--- src/rtl/serial_rx_package.sv ---
`default_nettype none
// ============================================================================
// Module   : serial_rx_package
// Purpose  : 8N1 serial receiver packing 2**AddressWidth words into one package.
//            Optional macro SERIAL_RX_PACKAGE_TIMEOUT_EN discards stale partials.
// Revision : 1.0 - initial release
// ============================================================================
module serial_rx_package #(
  parameter int AddressWidth     = 2,
  parameter int WordWidth        = 8,
  parameter int SerialTimerWidth = 8
) (
  input  logic                                   clk,
  input  logic                                   rst,
  input  logic                                   rx,
  output logic [(2**AddressWidth)*WordWidth-1:0] data,
  output logic                                   valid,
  output logic                                   error,
  output logic                                   busy
);

  localparam int PKG_W = (2**AddressWidth) * WordWidth;
  localparam int IDX_W = $clog2(WordWidth + 1);

  localparam logic [SerialTimerWidth-1:0] HALF_LAST = SerialTimerWidth'((2**(SerialTimerWidth-1)) - 1);
  localparam logic [SerialTimerWidth-1:0] FULL_LAST = '1;
  localparam logic [IDX_W-1:0]            BIT_LAST  = IDX_W'(WordWidth - 1);
  localparam logic [AddressWidth-1:0]     SLOT_LAST = '1;

  localparam logic [2:0] ST_IDLE  = 3'd0;
  localparam logic [2:0] ST_START = 3'd1;
  localparam logic [2:0] ST_DATA  = 3'd2;
  localparam logic [2:0] ST_STOP  = 3'd3;
  localparam logic [2:0] ST_BREAK = 3'd4;

  logic                        rx_meta_q, rxs_q;
  logic [2:0]                  state_q, state_d;
  logic [SerialTimerWidth-1:0] timer_q, timer_d;
  logic [IDX_W-1:0]            bit_idx_q, bit_idx_d;
  logic [WordWidth-1:0]        shift_q, shift_d;
  logic [AddressWidth-1:0]     cnt_q, cnt_d;
  logic [PKG_W-1:0]            buf_q, buf_d;
  logic [PKG_W-1:0]            data_q, data_d;
  logic                        valid_q, valid_d;
  logic                        error_q, error_d;
`ifdef SERIAL_RX_PACKAGE_TIMEOUT_EN
  localparam logic [SerialTimerWidth+3:0] IDLE_LAST = '1;
  logic [SerialTimerWidth+3:0] idle_q, idle_d;
`endif

  always_ff @(posedge clk or negedge rst) begin
    if (!rst) begin
      rx_meta_q <= 1'b1;
      rxs_q     <= 1'b1;
      state_q   <= ST_IDLE;
      timer_q   <= '0;
      bit_idx_q <= '0;
      shift_q   <= '0;
      cnt_q     <= '0;
      buf_q     <= '0;
      data_q    <= '0;
      valid_q   <= 1'b0;
      error_q   <= 1'b0;
`ifdef SERIAL_RX_PACKAGE_TIMEOUT_EN
      idle_q    <= '0;
`endif
    end else begin
      rx_meta_q <= rx;
      rxs_q     <= rx_meta_q;
      state_q   <= state_d;
      timer_q   <= timer_d;
      bit_idx_q <= bit_idx_d;
      shift_q   <= shift_d;
      cnt_q     <= cnt_d;
      buf_q     <= buf_d;
      data_q    <= data_d;
      valid_q   <= valid_d;
      error_q   <= error_d;
`ifdef SERIAL_RX_PACKAGE_TIMEOUT_EN
      idle_q    <= idle_d;
`endif
    end
  end

  always_comb begin
    state_d = state_q;
    case (state_q)
      ST_IDLE:  if (!rxs_q) state_d = ST_START;
      ST_START: if (timer_q == HALF_LAST) state_d = rxs_q ? ST_IDLE : ST_DATA;
      ST_DATA:  if (timer_q == FULL_LAST && bit_idx_q == BIT_LAST) state_d = ST_STOP;
      ST_STOP:  if (timer_q == FULL_LAST) state_d = rxs_q ? ST_IDLE : ST_BREAK;
      ST_BREAK: if (rxs_q) state_d = ST_IDLE;
      default:  state_d = ST_IDLE;
    endcase
  end

  always_comb begin
    timer_d   = timer_q + SerialTimerWidth'(1);
    bit_idx_d = bit_idx_q;
    shift_d   = shift_q;
    cnt_d     = cnt_q;
    buf_d     = buf_q;
    data_d    = data_q;
    valid_d   = 1'b0;
    error_d   = 1'b0;
    case (state_q)
      ST_IDLE: timer_d = '0;
      ST_START: begin
        if (timer_q == HALF_LAST) begin
          timer_d   = '0;
          bit_idx_d = '0;
        end
      end
      ST_DATA: begin
        // Timer wraps on its own, so each sample lands mid-bit.
        if (timer_q == FULL_LAST) begin
          shift_d   = {rxs_q, shift_q[WordWidth-1:1]};
          bit_idx_d = bit_idx_q + IDX_W'(1);
        end
      end
      ST_STOP: begin
        if (timer_q == FULL_LAST) begin
          if (rxs_q) begin
            buf_d[cnt_q*WordWidth +: WordWidth] = shift_q;
            if (cnt_q == SLOT_LAST) begin
              data_d  = buf_d;
              valid_d = 1'b1;
              cnt_d   = '0;
            end else begin
              cnt_d = cnt_q + AddressWidth'(1);
            end
          end else begin
            error_d = 1'b1;
            cnt_d   = '0;
          end
        end
      end
      default: ;
    endcase
`ifdef SERIAL_RX_PACKAGE_TIMEOUT_EN
    idle_d = '0;
    if (state_q == ST_IDLE && rxs_q && cnt_q != '0) begin
      if (idle_q == IDLE_LAST) begin
        cnt_d   = '0;
        error_d = 1'b1;
      end else begin
        idle_d = idle_q + (SerialTimerWidth+4)'(1);
      end
    end
`endif
  end

  assign data  = data_q;
  assign valid = valid_q;
  assign error = error_q;
  assign busy  = (state_q != ST_IDLE) || (cnt_q != '0);

endmodule
`default_nettype wire

--- config.mk ---
export PLATFORM = sky130hd
export DESIGN_NAME = serial_rx_package
export DESIGN_NICKNAME = d
export VERILOG_FILES = /design/src/rtl/serial_rx_package.sv
export SDC_FILE = /design/constraint.sdc
export NUM_CORES = 1
export LEC_CHECK = 0
export CAP_MARGIN = 20
export CORE_MARGIN = 2
export CORE_UTILIZATION = 40
export CTS_BUF_LIST = sky130_fd_sc_hd__clkbuf_8 sky130_fd_sc_hd__clkbuf_16
export DETAILED_ROUTE_END_ITERATION = 12
export PLACE_DENSITY = 0.73
export SLEW_MARGIN = 40
export SYNTH_ARGS = -nofsm -noshare
export SYNTH_HDL_FRONTEND = slang
export SYNTH_SLANG_ARGS = --single-unit
--- constraint.sdc ---
create_clock -name clk -period 2.25 [get_ports clk]
set_clock_uncertainty 0.1 [all_clocks]
set_input_delay 0.3375 -clock clk [delete_from_list [all_inputs] [get_ports clk]]
set_output_delay 0.3375 -clock clk [all_outputs]
set_load 0.01 [all_outputs]
==> reports/summary.md, run 1 <==
Run status
• **run status** complete, no violations

Drt
• **Total Routed Length** 7700 um
• **Remaining DRCs** 0
• **Avg Vias per Cell** 5.12
• **DR iter-0 viols** 120
• **via count** 2691
• **number of nets with antenna violations after detailed routing** 0
• **wire per inst** 14.6 um
• **number of detailed-route iterations in the first pass** 4

Global routing
• **number of antenna violations at the first check in global routing** 0
• **sum of overflow across all layers after global routing** 0
• **Overall Global Routing Usage** 16.1%
• **first-pass GRT wire length** 12900 um
• **via count of the first global-routing pass** 2641
• **pin count of the biggest net entering global routing** 47

Placed design
• **post-placement cell area** 4360 um2
• **placement-stage worst setup slack** 0.118 ns
• **cell count after placement** 508
• **Placer Congestion** 0.816
• **half-perimeter wire length after detailed placement** 5140 um
• **number of buffer cells added on primary ports** 37

Power and ir drop
• **Static Leak** 1.99 nW
• **worst supply voltage drop on vdd** 0.348 mV
• **power density over cell area** 577 nW/um2

Floorplan
• **area of the die** 10400 um2
• **starting density of the core** 41.4%
• **area of the core** 9280 um2
• **I/O Pins** 38
• **num rows** 35
• **Die Y-Extent** 102 um
• **horizontal extent of the die** 102 um

Logic synthesis
• **Seq/Total Area, Yosys** 55.4%
• **Synth Area in Compound Gates** 17.0%
• **share of synthesized flip-flops with an asynchronous set or reset** 100%
• **net count of the mapped netlist** 361
• **fraction of synthesized area in multiplexers** 2.64%
• **dominant combinational cell family by area after synthesis** compound AO/OA/AOI/OAI gates
• **parity-gate share of the synthesized area counting xor and xnor cells** 1.37%
• **area share of and/or/nand/nor cells after synthesis** 15.9%
• **number of warning messages in the yosys log** 0
• **instance count of the mapped netlist** 351
• **Yosys reg bits** 85
• **Post-synth top flop** dfrtp_1
• **Post-Syn Area** 3840 um2
• **adder-cell share of the synthesized area** 2.28%
• **Distinct cells, synth** 44
• **number of synthesized flops with an enable pin** 0
• **Post-Syn Area per Cell** 10.9 um2

Job
• **maxcap violations** 0

Worst setup path
• **data required time at the worst endpoint** 1.81 ns
• **Worst Setup SP** state_q[2]
• **CP max-delay cell** clkdlybuf4s50_1
• **Crit Path Category** flop to primary output
• **crit-path max cell delay** 0.48 ns
• **Critical Path Fanout Max** 7
• **startpoint of the worst register-to-register path** timer_q[0]
• **launching element type of the critical path** flop
• **worst reg2reg setup slack** 0.14 ns
• **terminus of the critical flop-to-flop path** data[18]
• **critical path data arrival time** 1.68 ns
• **crit path cell chain** buf_4, nor3_2, nand2_1, clkdlybuf4s50_1
• **worst-case reg-to-reg path depth** 8
• **endpoint class of the critical path** primary output

Clock tree
• **number of H-tree levels** 3
• **clock-pin transition on the worst setup and hold timing paths** 0.08 ns
• **clock buffer count from CTS** 9
• **CTS tree** yes
• **clock buffer depth** 2
• **number of clock sinks seen by CTS** 85
• **CTS root buf** clkbuf_8
• **Clock Latency Late Sink** 0.37 ns

Timing
• **worst slack on hold paths** 0.259 ns
• **Final TNS setup** 0 ns
• **Hold Violations, Final** 0
• **final critical-path setup slack** 0.130 ns
• **share of the clock period used by the worst path after layout** 94.2%
• **Worst-Margin Slew** 0.520 ns
• **number of slew-limit violations in the final report** 0
• **RSZ-0062 raised after global routing** true
• **achievable frequency** 472 MHz
• **minimum period implied by the final worst setup slack** 2.12 ns
• **worst slew margin relative to its limit** 65.3%
• **final count of negative-setup-slack endpoints** 0

Worst hold path
• **Hold Crit Depth** 0
• **hold endpoint** rxs_q
• **Worst Hold Launch** rx_meta_q
• **worst hold-check path type** flop to flop

Finish
• **Finished Cell Area** 4600 um2
• **area of the multi-input gates** 1520 um2
• **Register Area** 2130 um2
• **non-filler instance count after layout** 526
• **share of post-route cells with drive strength above 1** 18.4%
• **Layout Area Growth over Synthesis** 19.6%
• **Filler Cells Inserted** 855
• **# diodes** 0
• **Nets** 402

-- flip-flops by register name (all words and copies together) (netlist names) --
| signal | count |
|---|---|
| data | 32 |
| rxs_q | 1 |
| timer_q | 8 |
| state_q | 3 |
| error | 1 |
| rx_meta_q | 1 |
| bit_idx_q | 4 |
| cnt_q | 2 |
| shift_q | 8 |
| buf_q | 24 |
| valid | 1 |
-- final cells by class --
| cell class | instances | share of cell area, % |
|---|---|---|
| sequential | 85 | 46.3 |
| multi-input combinational | 227 | 33.2 |
| timing repair buffer | 55 | 11.5 |
| tap | 129 | 3.51 |
| clock buffer | 9 | 2.70 |
| clock inverter | 7 | 1.58 |
| inverter | 14 | 1.17 |
-- layer usage --
metal / wire, um / global-route usage, % / up-vias / part of all wire, %
li1: - / - / 1297 / -
met1: 3590 / 20.8 / 1347 / 47
met2: 3770 / 26.3 / 38 / 49
met3: 258 / 4.51 / 9 / 3.4
met4: 82 / 5.03 / 0 / 1.1
met5: 0 / 0 / - / 0
-- repair_timing --
| action | CTS | global route |
|---|---|---|
| setup buffers | 1 | 0 |
| endpoints found under the hold margin | 37 | 0 |
| pin swaps | 0 | 0 |
| endpoints found under the setup margin | 1 | 12 |
| hold buffers | 1 | 0 |
| gates resized for setup | 1 | 4 |
| cloned | 0 | 0 |
-- worst max path at each step --
| stage | end | slack, ns | cells after the start |
|---|---|---|---|
| final | busy | 0.13 | 4 |
| after global routing | data[19] | -0.02 | 8 |
| after CTS | busy | 0.02 | 4 |
| after detailed placement | data[18] | 0.12 | 8 |
| after global placement | data[17] | 0.17 | 8 |
| after floorplan | buf_q[17] | 0.14 | 7 |
-- stage by stage --
step	power, W	util (%)
after floorplan	0.00156	-
after global placement	0.00160	47.0
after detailed placement	0.00160	47.0
after CTS	0.00268	49.3
after global routing	0.00275	49.5
final	0.00265	49.5
-- where the power goes --
part	switching, W	total (W)	internal [W]
clock	0.000565	0.00108	0.000516
sequential	0.00000257	0.00153	0.00153
combinational	0.0000299	0.0000374	0.00000753
total	0.000598	0.00265	0.00205
-- cell usage after synthesis (2+ instances only) --
cell	number	share of area, %
a21oi_1	34	4.4
a21oi_2	17	3.9
a22o_1	24	5.5
and2_1	3	0.49
buf_1	8	0.78
buf_2	3	0.39
buf_4	2	0.39
buf_6	5	1.5
clkbuf_1	6	0.59
dfrtp_1	83	54
dfstp_2	2	1.4
ha_1	7	2.3
inv_1	13	1.3
mux2_2	9	2.6
nand2_1	14	1.4
nand3_1	11	1.4
nand3b_1	4	0.78
nor2_1	33	3.2
nor2b_1	27	4.4
nor3_1	3	0.39
o211ai_1	2	0.39
o21ai_0	13	1.7
or3_1	3	0.49
xnor2_1	2	0.46
xor2_1	4	0.91
-- cell families after synthesis --
logic type      after synthesis
mux                           9
simple gates                110
buf+inv                      39
flops                        85
compound gates               95
xor+xnor                      6
fa+ha+maj                     7
-- cells in the final DEF (no fill, tap or decap), types with 3 or more instances in the layout --
cell             netlist  final
xor2_1                 4      4
a21oi_2               17     17
o21ai_0               13     13
nand3b_1               4      4
clkdlybuf4s50_1        0     36
a21oi_1               34     34
clkinv_2               1      3
buf_4                  2     16
nand3_1               11     11
inv_1                 13     12
and2_1                 3      3
or3_1                  3      3
nor2b_1               27     27
mux2_2                 9      9
dfrtp_1               83     83
nand2_1               14     14
a22o_1                24     24
ha_1                   7      5
nor2_1                33     33
clkbuf_8               0      9
-- critical path, delay by kind of cell, from the launching register on --
kind	cells	cell delay [ns]
buffers and inverters	2	0.64
AND/OR/NAND/NOR	2	0.29
flip-flops	1	0.39
No activity file was read; power rests on OpenSTA's default activity.
==> run 2, diff against run 1 <==
TNS_END_PERCENT = 5   (was default)
==> reports/summary.md, run 2 (same netlist as run 1, synthesis figures left out) <==
Floorplan
• **I/O Pins** 38
• **horizontal extent of the die** 102 um
• **starting density of the core** 41.4%
• **area of the core** 9280 um2
• **num rows** 35
• **area of the die** 10400 um2
• **Die Y-Extent** 102 um

Drt
• **Total Routed Length** 7640 um
• **Remaining DRCs** 0
• **Avg Vias per Cell** 5.13
• **DR iter-0 viols** 123
• **number of detailed-route iterations in the first pass** 4
• **wire per inst** 14.5 um
• **via count** 2696
• **number of nets with antenna violations after detailed routing** 0

Finish
• **share of post-route cells with drive strength above 1** 18.4%
• **max reg flops** 32
• **most used cells in the layout excluding fill and tap cells** dfrtp_1 (83), clkdlybuf4s50_1 (36), a21oi_1 (34), nor2_1 (33), nor2b_1 (27)
• **leading cell type in the layout, fill and taps excluded** dfrtp_1
• **# diodes** 0
• **Layout Area Growth over Synthesis** 19.6%
• **Nets** 402
• **Filler Cells Inserted** 855

Clock tree
• **CTS root buf** clkbuf_8
• **number of H-tree levels** 3
• **Clock Latency Late Sink** 0.36 ns
• **clock buffer count from CTS** 9
• **CTS tree** yes
• **clock buffer depth** 2
• **number of clock sinks seen by CTS** 85
• **clock-pin transition on the worst setup and hold timing paths** 0.08 ns

Placed design
• **half-perimeter wire length after detailed placement** 5140 um
• **Placer Congestion** 0.816
• **number of buffer cells added on primary ports** 37

Power and ir drop
• **total power consumption of the routed design** 0.00265 W
• **worst supply voltage drop on vdd** 0.347 mV
• **Static Leak** 1.99 nW
• **power density over cell area** 576 nW/um2

Timing
• **Worst-Margin Slew** 0.513 ns
• **number of slew-limit violations in the final report** 0
• **final count of negative-setup-slack endpoints** 0
• **achievable frequency** 472 MHz
• **RSZ-0062 raised after global routing** true
• **minimum period implied by the final worst setup slack** 2.12 ns
• **Hold Violations, Final** 0
• **worst slack on hold paths** 0.259 ns
• **worst slew margin relative to its limit** 65.8%
• **share of the clock period used by the worst path after layout** 94.1%

Global routing
• **via count of the first global-routing pass** 2641
• **sum of overflow across all layers after global routing** 0
• **pin count of the biggest net entering global routing** 47
• **Overall Global Routing Usage** 16.1%
• **first-pass GRT wire length** 12900 um
• **number of antenna violations at the first check in global routing** 0

Worst setup path
• **worst reg2reg setup slack** 0.13 ns
• **worst-case reg-to-reg path depth** 8
• **crit-path max cell delay** 0.48 ns
• **startpoint of the worst register-to-register path** timer_q[0]
• **Critical Path Fanout Max** 7
• **data required time at the worst endpoint** 1.81 ns
• **terminus of the critical flop-to-flop path** data[18]
• **endpoint class of the critical path** primary output
• **launching element type of the critical path** flop
• **crit path cell chain** buf_4, nor3_2, nand2_1, clkdlybuf4s50_1
• **CP max-delay cell** clkdlybuf4s50_1
• **critical path data arrival time** 1.68 ns
• **Crit Path Category** flop to primary output

Worst hold path
• **worst hold-check path type** flop to flop
• **Worst Hold Launch** rx_meta_q
• **Hold Crit Depth** 0
• **hold endpoint** rxs_q

Job
• **maxcap violations** 0

Run status
• **run status** complete, no violations

==> run 2: cell counts in the layout (fill, tap and decap cells not counted) <==
No cell type changed its count.
==> run 2: worst max-delay path, delay by kind of cell, from the launching register on <==
family / cells / cell delay, ns
buffers and inverters: 2 / 0.64
DFF: 1 / 0.39
and+or+nand+nor: 2 / 0.28
==> run 2: timing repair <==
item / 4_1_cts / 5_1_grt
endpoints found under the setup margin: 1 / 12
hold buffers: 1 / 0
buffers inserted: 1 / 0
hold endpoints to repair: 37 / 0
pin swaps: 0 / 0
gates resized for setup: 1 / 4
==> run 2: final cells by class <==
class	instances	area (um2)	share of cell area, %
multi-input combinational	227	1520	33.2
tap	129	161	3.51
clock inverter	7	72.6	1.58
sequential	85	2130	46.3
inverter	14	53.8	1.17
timing repair buffer	55	531	11.5
clock buffer	9	124	2.70
==> run 2: metal layers <==
layer  part of all wire (%)  GRT usage, %  up-vias
li1                       -             -     1295
met1                     45          20.8     1343
met2                     49          26.3       49
met3                    4.3          4.51        9
met4                    1.2          5.03        0
met5                      0             0        -
==> run 2: metrics by stage <==
step / setup TNS (ns) / cell area, um2 / setup WS, ns / utilization (%) / cells
2_1_floorplan: 0 / 3840 / 0.140 / - / 351
3_3_place_gp: 0 / 4360 / 0.170 / 47.0 / 508
3_5_place_dp: 0 / 4360 / 0.118 / 47.0 / 508
4_1_cts: 0 / 4580 / 0.0158 / 49.3 / 526
5_1_grt: -0.0313 / 4600 / -0.0176 / 49.5 / 526
6_report: 0 / 4600 / 0.133 / 49.5 / 526
==> run 2: power by group <==
part	leakage (nW)	switching, W	total (W)	internal, W
Sequential	1.17	0.00000225	0.00153	0.00153
Combinational	0.729	0.0000297	0.0000372	0.00000753
Clock	0.0960	0.000563	0.00108	0.000516
==> run 2: worst max path at each step <==
stage | start | end | depth (start not counted)
3_3_place_gp | timer_q[0] | data[17] | 8
6_report | state_q[2] | busy | 4
5_1_grt | timer_q[0] | data[19] | 8
2_1_floorplan | cnt_q[0] | buf_q[17] | 7
4_1_cts | cnt_q[0] | busy | 4
3_5_place_dp | timer_q[0] | data[18] | 8
